<file path="src/rtl/uart_rx.sv">
// UART receiver, 8N1 by default; define UART_RX_PARITY_EN for 8E1 framing with parity checking.
// The rx line is double-synchronized, and every decision is taken on the synchronized copy.
module uart_rx #(
    parameter int CLKS_PER_BIT = 434
) (
    input  logic       clk,
    input  logic       reset,
    input  logic       rx,
    output logic [7:0] data_out,
    output logic       valid,
    output logic       frame_err,
    output logic       parity_err,
    output logic       busy
);

    localparam logic [15:0] HALF_M1 = 16'(CLKS_PER_BIT / 2 - 1);
    localparam logic [15:0] FULL_M1 = 16'(CLKS_PER_BIT - 1);

`ifdef UART_RX_PARITY_EN
    typedef enum logic [5:0] {
        IDLE      = 6'b000001,
        START     = 6'b000010,
        DATA      = 6'b000100,
        PARITY    = 6'b001000,
        STOP      = 6'b010000,
        WAIT_HIGH = 6'b100000
    } state_t;
`else
    typedef enum logic [4:0] {
        IDLE      = 5'b00001,
        START     = 5'b00010,
        DATA      = 5'b00100,
        STOP      = 5'b01000,
        WAIT_HIGH = 5'b10000
    } state_t;
`endif

    state_t      state_q;
    logic        rx_meta_q, rx_s_q;
    logic [15:0] timer_q, timer_d;
    logic [2:0]  idx_q;
    logic [7:0]  shift_q, shift_d;
    logic [7:0]  data_out_q;
    logic        valid_q, frame_err_q, busy_q;

`ifdef UART_RX_PARITY_EN
    logic        parity_err_q;
    logic        par_ok_q;

    // Even parity: the parity bit equals the XOR of the eight data bits.
    function automatic logic parity_ok(input logic [7:0] d, input logic p);
        return p == (^d);
    endfunction
`endif

    always_comb begin
        timer_d        = timer_q + 16'd1;
        shift_d        = shift_q;
        shift_d[idx_q] = rx_s_q;
    end

    always_ff @(posedge clk or posedge reset) begin
        if (reset) begin
            rx_meta_q    <= 1'b1;
            rx_s_q       <= 1'b1;
            state_q      <= IDLE;
            timer_q      <= '0;
            idx_q        <= '0;
            shift_q      <= '0;
            data_out_q   <= '0;
            valid_q      <= 1'b0;
            frame_err_q  <= 1'b0;
            busy_q       <= 1'b0;
`ifdef UART_RX_PARITY_EN
            parity_err_q <= 1'b0;
            par_ok_q     <= 1'b0;
`endif
        end else begin
            rx_meta_q    <= rx;
            rx_s_q       <= rx_meta_q;
            valid_q      <= 1'b0;
            frame_err_q  <= 1'b0;
`ifdef UART_RX_PARITY_EN
            parity_err_q <= 1'b0;
`endif
            unique case (state_q)
                IDLE: begin
                    if (!rx_s_q) begin
                        state_q <= START;
                        timer_q <= '0;
                        busy_q  <= 1'b1;
                    end
                end
                // Mid-start-bit check rejects glitches shorter than half a bit.
                START: begin
                    if (timer_q == HALF_M1) begin
                        timer_q <= '0;
                        if (!rx_s_q) begin
                            state_q <= DATA;
                            idx_q   <= '0;
                        end else begin
                            state_q <= IDLE;
                            busy_q  <= 1'b0;
                        end
                    end else begin
                        timer_q <= timer_d;
                    end
                end
                DATA: begin
                    if (timer_q == FULL_M1) begin
                        shift_q <= shift_d;
                        timer_q <= '0;
                        idx_q   <= idx_q + 3'd1;
                        if (idx_q == 3'd7) begin
`ifdef UART_RX_PARITY_EN
                            state_q <= PARITY;
`else
                            state_q <= STOP;
`endif
                        end
                    end else begin
                        timer_q <= timer_d;
                    end
                end
`ifdef UART_RX_PARITY_EN
                PARITY: begin
                    if (timer_q == FULL_M1) begin
                        par_ok_q <= parity_ok(shift_q, rx_s_q);
                        timer_q  <= '0;
                        state_q  <= STOP;
                    end else begin
                        timer_q <= timer_d;
                    end
                end
`endif
                STOP: begin
                    if (timer_q == FULL_M1) begin
                        timer_q <= '0;
                        if (rx_s_q) begin
                            state_q <= IDLE;
                            busy_q  <= 1'b0;
`ifdef UART_RX_PARITY_EN
                            if (par_ok_q) begin
                                data_out_q <= shift_q;
                                valid_q    <= 1'b1;
                            end else begin
                                parity_err_q <= 1'b1;
                            end
`else
                            data_out_q <= shift_q;
                            valid_q    <= 1'b1;
`endif
                        end else begin
                            frame_err_q <= 1'b1;
                            state_q     <= WAIT_HIGH;
                        end
                    end else begin
                        timer_q <= timer_d;
                    end
                end
                // Hold off after a broken stop bit until the line returns to idle.
                WAIT_HIGH: begin
                    if (rx_s_q) begin
                        state_q <= IDLE;
                        busy_q  <= 1'b0;
                    end
                end
                default: begin
                    state_q <= IDLE;
                    timer_q <= '0;
                    busy_q  <= 1'b0;
                end
            endcase
        end
    end

    assign data_out  = data_out_q;
    assign valid     = valid_q;
    assign frame_err = frame_err_q;
    assign busy      = busy_q;
`ifdef UART_RX_PARITY_EN
    assign parity_err = parity_err_q;
`else
    assign parity_err = 1'b0;
`endif

endmodule

</file>
<file path="config.mk">
export PLATFORM = sky130hd
export DESIGN_NAME = uart_rx
export DESIGN_NICKNAME = d
export VERILOG_FILES = /design/src/rtl/uart_rx.sv
export SDC_FILE = /design/constraint.sdc
export NUM_CORES = 1
export LEC_CHECK = 0
export CORE_MARGIN = 5
export CORE_UTILIZATION = 63
export DETAILED_ROUTE_END_ITERATION = 8
export GPL_ROUTABILITY_DRIVEN = 0
export MAX_ROUTING_LAYER = met4
export PLACE_DENSITY = 0.82
export RECOVER_POWER = 100
export SYNTH_ARGS = -nofsm -noshare
export SYNTH_HDL_FRONTEND = slang
export SYNTH_SLANG_ARGS = --single-unit
</file>
<file path="constraint.sdc">
create_clock -name clk -period 5 [get_ports clk]
set_input_delay 0.75 -clock clk [delete_from_list [all_inputs] [get_ports clk]]
set_output_delay 0.75 -clock clk [all_outputs]
set_load 0.005 [all_outputs]
</file>
; ---- After elaboration in Yosys (flattened, before gate mapping)
; Index checks and enable logic that the tools add are counted.
; W data, S select, Z words.
[totals]
input_bits = 3
ff_bits = 45
[classes]
n_eq_ne = 15
reduce_logical = 9
bitwise_logic = 2
n_lt_le_gt_ge = 2
muxes = 31
n_addsub = 2
[ops]
columns = op, count
row1 = $pmux W16 S4, 1
row2 = $mux W16, 3
row3 = $mux W5, 7
row4 = $pmux W5 S5, 1
row5 = $add A16 B1 Y16 const B, 1
row6 = $eq A16 B8 Y1 const B, 1
row7 = $eq A16 B9 Y1 const B, 1
row8 = $ne A2 B2 Y1 const B, 7
row9 = $mux W3, 4
row10 = $mux W1, 11
row11 = $bwmux W8, 1
row12 = $reduce_and A4 Y1, 2
row13 = $pmux W3 S2, 1
row14 = $reduce_and A6 Y1, 1
row15 = $eq A5 B1 Y1 const B, 1
row16 = $eq A5 B2 Y1 const B, 1
row17 = $eq A5 B3 Y1 const B, 1
row18 = $eq A5 B4 Y1 const B, 1
row19 = $eq A5 B5 Y1 const B, 1
row20 = $pmux W1 S5, 1
row21 = $lt A3 B4 Y1 const B, 1
row22 = $reduce_and A2 Y1, 2
row23 = $add A3 B1 Y3 const B, 1
row24 = $demux W1 S3, 1
row25 = 7 further kinds, 8

; ---- Logic depth before layout (Yosys ltp)
[depth]
word_depth = 5
depth_mapped = 8

; ---- Least setup slack after synthesis
; OpenSTA, ideal clock, no wires.
[synth_timing]
kind = flip-flop to flip-flop
from = register timer_q[1]
to = register data_out_q[0], in the netlist data_out[0]
setup_slack_ns = 3.124
n_path_buf = 1
setup_time_ns = 0.125
path_stages_with_launch = 8
arrival_ns = 1.751
synth_period_minus_slack_ns = 1.876
cell_sequence = dfrtp_1 -> inv_1 -> ha_1 -> and4_1 -> nand4_2 -> or3_1 -> buf_6 -> mux2_4
[synth_between]
elab_chain_len = 2
[synth_rtl]
columns = item, line_no
row1 = from (decl), 40  ; logic [15:0] timer_q, timer_d;
row2 = from (signal assigned), 106  ; timer_q <= timer_d;
row3 = from (signal assigned), 122  ; timer_q <= timer_d;
row4 = from (signal assigned), 158  ; timer_q <= timer_d;
row5 = $eq A16 B9 Y1, 137  ; if (timer_q == FULL_M1) begin
row6 = $reduce_and A3 Y1 (no line), --
row7 = to (signal assigned), 150  ; data_out_q <= shift_q;
row8 = to (decl), 43  ; logic [7:0] data_out_q;
; No other way between the ends.
; A chain may end at the register's enable or synchronous reset.

==> flow_summary_export.csv <==
group,metric,value,unit
clocking,clk_latency,0.30,ns
sta,setup_ws,2.02,ns
logic_synthesis,yosysSeqAreaShare,0.470,
routing,postRouteAntennaNets,0,
setup_path,worstPathArrival,2.90,ns
sta,relSlewSlack,-0.587,
setup_path,path_class,"input port to asynchronous set/reset pin",
routing,vias,1788,
logic_synthesis,synth.area.top_cells,"dfrtp_1 (44%), mux2_4 (5.0%), mux2_2 (3.7%)",
logic_synthesis,synth_top_area_share,0.437,
logic_synthesis,post-synth-top-area-cell,"dfrtp_1",
sta,rsz0062_at_grt,"false",
place,port_buffers,13,
floorplanning,die_w,71.8,um
sta,hold_violations,0,
logic_synthesis,synth-edff-count,0,
routing,wirelength,4690,um
sta,min_period_over_period,0.596,
routing,drt_iter0_markers,241,
min_path,hold_class,"flop to flop",
routing,dr.pass1.iters,4,
setup_path,cp.required,4.92,ns
sta,fmax,336,MHz
clocking,h-tree-depth,2,
finish,final_nets,243,
setup_path,cpMaxStageDelayCell,"clkbuf_1",
setup_path,crit_chain,"clkdlybuf4s50_1 > clkinv_1 > clkbuf_1",
outcome,status,"finished with violations",
global_route,gr-total-overflow,0,
place,dpl.hpwl,3320,um
pwr,power_density,336,nW/um^2
clocking,cts.path.max_buffers,2,
routing,drc_errors,0,
pwr,max-vdd-ir-drop,0.181,mV
sta,fin_skew,0.00665,ns
logic_synthesis,synthArstFlopShare,1.00,
logic_synthesis,synthFlopType,"dfrtp_1",
global_route,grt_max_degree,46,
sta,finalMaxSlewViolations,46,
setup_path,cp-start-kind,"input port",
finish,post-route-cell-area,2590,sq um
clocking,post_cts_resized,0,
clocking,clk_pin_slew_worst_paths,0.09,ns
place,dp_slack,2.85,ns
logic_synthesis,synth_fp_nets,232,
floorplanning,die_y,71.8,um
logic_synthesis,synthCells,224,
floorplanning,num_io_pins,15,
clocking,numClockSinks,45,
finish,n_fill_cell,277,
place,dp.cells,276,
setup_path,cp-end-kind,"asynchronous set/reset pin",
global_route,grt_pass1_vias,1799,
finish,finalNonFillerCells,284,
logic_synthesis,yosys_warnings,0,
clocking,cts_tree,"built",
floorplanning,std_cell_rows,22,
flow_run,cap_violations,1,
sta,worst_slew_pin_slew,2.38,ns
outcome,violations,"max-capacitance violations, max-slew violations",
finish,diodes,0,
floorplanning,start_util,0.652,
finish,syn_to_final_growth,7.85,%
logic_synthesis,ys_types,54,
sta,period_minus_slack,2.98,ns
floorplanning,coreArea,3690,sq um
clocking,cts_root_buffer,"clkbuf_8",
floorplanning,die_area,5160,sq um
setup_path,max_stage_delay,1.68,ns
clocking,cts_hold_buf,0,
finish,fin_util,0.704,
setup_path,cp_max_fo,45,
global_route,grt_pass1_wl,8140,um
sta,setup_viol,0,
pwr,cellLeakagePower,1.24,nW
logic_synthesis,synth-seq-cells,45,
clocking,post-cts-setup-buffer-count,0,
logic_synthesis,avgSynthCellArea,10.7,sq um
global_route,antenna_found_initial,0,
routing,via_per_inst,6.30,
clocking,numCtsBuffers,5,
global_route,grt_usage,0.202,
logic_synthesis,syn_area,2410,sq um
sta,tns,0,ns
finish,layout-drive-gt1-share,0.114,
place,placed_cell_area,2550,sq um
routing,wl_per_cell,16.5,um
## layer usage
metal / vias to the layer above / part of all wire / wire length (um) / GRT usage
met5: - / 0 / 0 / -
met4: 0 / 0.016 / 73 / 0.0752
met3: 8 / 0.054 / 252 / 0.0449
met2: 65 / 0.51 / 2370 / 0.330
met1: 876 / 0.42 / 1990 / 0.245
li1: 839 / - / - / -
## synthesized netlist by cell type (2+ instances only)
master and number:
dfrtp_1 42, nor2_1 18, nand2_1 15, nand3_1 10, a21o_1 8, inv_1 8
mux2_2 8, mux2_4 8, a22o_1 7, buf_2 6, nand3b_1 6, nor4_1 6
ha_1 5, nand4_1 5, o21ai_0 5, nand2b_1 4, nor3_1 4, a21oi_1 3
and4_1 3, clkbuf_1 3, dfstp_2 3, nor2b_1 3, xnor2_1 3, and2_1 2
nand4b_1 2, nor3b_1 2, nor4_4 2, o211ai_1 2, o21a_1 2, o22ai_1 2
or2_2 2, or3_1 2, xor2_1 2
## layout make-up
| cell class | instances | area [sq um] | share of cell area |
|---|---|---|---|
| Inverter | 8 | 30.0 | 0.0116 |
| Multi-Input combinational cell | 160 | 1140 | 0.440 |
| Clock buffer | 6 | 82.6 | 0.0318 |
| Timing Repair Buffer | 15 | 138 | 0.0530 |
| Tap cell | 48 | 60.1 | 0.0231 |
| Sequential cell | 45 | 1130 | 0.435 |
| Clock inverter | 2 | 13.8 | 0.00530 |
## where the power goes
part           switching (mW)  leakage, nW  internal (mW)  total (mW)
logic                   0.126        0.577         0.0856       0.211
clock network           0.126       0.0512          0.112       0.238
registers              0.0343        0.613          0.389       0.423
## cells by family (layout without fill, tap and decap cells)
kind of cell             count (synthesis)  in the layout  synth area share
XOR/XNOR                                 5              5            0.0182
buffers and inverters                   19             31            0.0374
multiplexers                            17             17            0.0915
AND/OR/NAND/NOR                         95             95             0.243
other                                    1              1           0.00156
adder cells (fa/ha/maj)                  5              5            0.0260
AO/OA/AOI/OAI                           37             37             0.112
flip-flops                              45             45             0.470
## placed cells by master (no fill, tap or decap), types with 5 or more instances in the layout
cell           count
mux2_2             8
clkbuf_8           6
inv_1              7
nand4_1            6
dfrtp_1           42
o21ai_0            5
a21o_1             8
ha_1               5
nand2_1           15
dlygate4sd3_1     12
nor3_1             5
nand3_1           10
a22o_1             7
mux2_1             8
nor2_1            19
nand3b_1           6
nor4_1             6
## final timing paths
path                       slack (ns)        from  depth (start not counted)     endpoint
max                              2.02       reset                          3   timer_q[3]
min                              0.36   rx_meta_q                          0       rx_s_q
max reg2reg                      2.56  timer_q[0]                          7  timer_q[13]
min reg2reg                      0.36   rx_meta_q                          0       rx_s_q
max in group clk                 2.56  timer_q[0]                          7  timer_q[13]
min in group asynchronous        1.63       reset                          3   shift_q[6]
## worst max-delay path, delay by kind of cell
kind	cells	cell delay (ns)
buf+inv	3	2.12
## registers in the layout, summed over array words and instances, names as in the netlist
signal	cells
busy	1
rx_s_q	1
data_out	8
frame_err	1
rx_meta_q	1
idx_q	3
timer_q	16
shift_q	8
valid	1
state_q	5
## through the flow
step,hold slack (ns),total power [mW]
2_1_floorplan,0.345,0.591
3_3_place_gp,0.350,0.630
3_5_place_dp,0.350,0.645
4_1_cts,0.366,0.878
5_1_grt,0.368,0.923
6_report,0.363,0.872
Power figures use the tool's default switching activity.
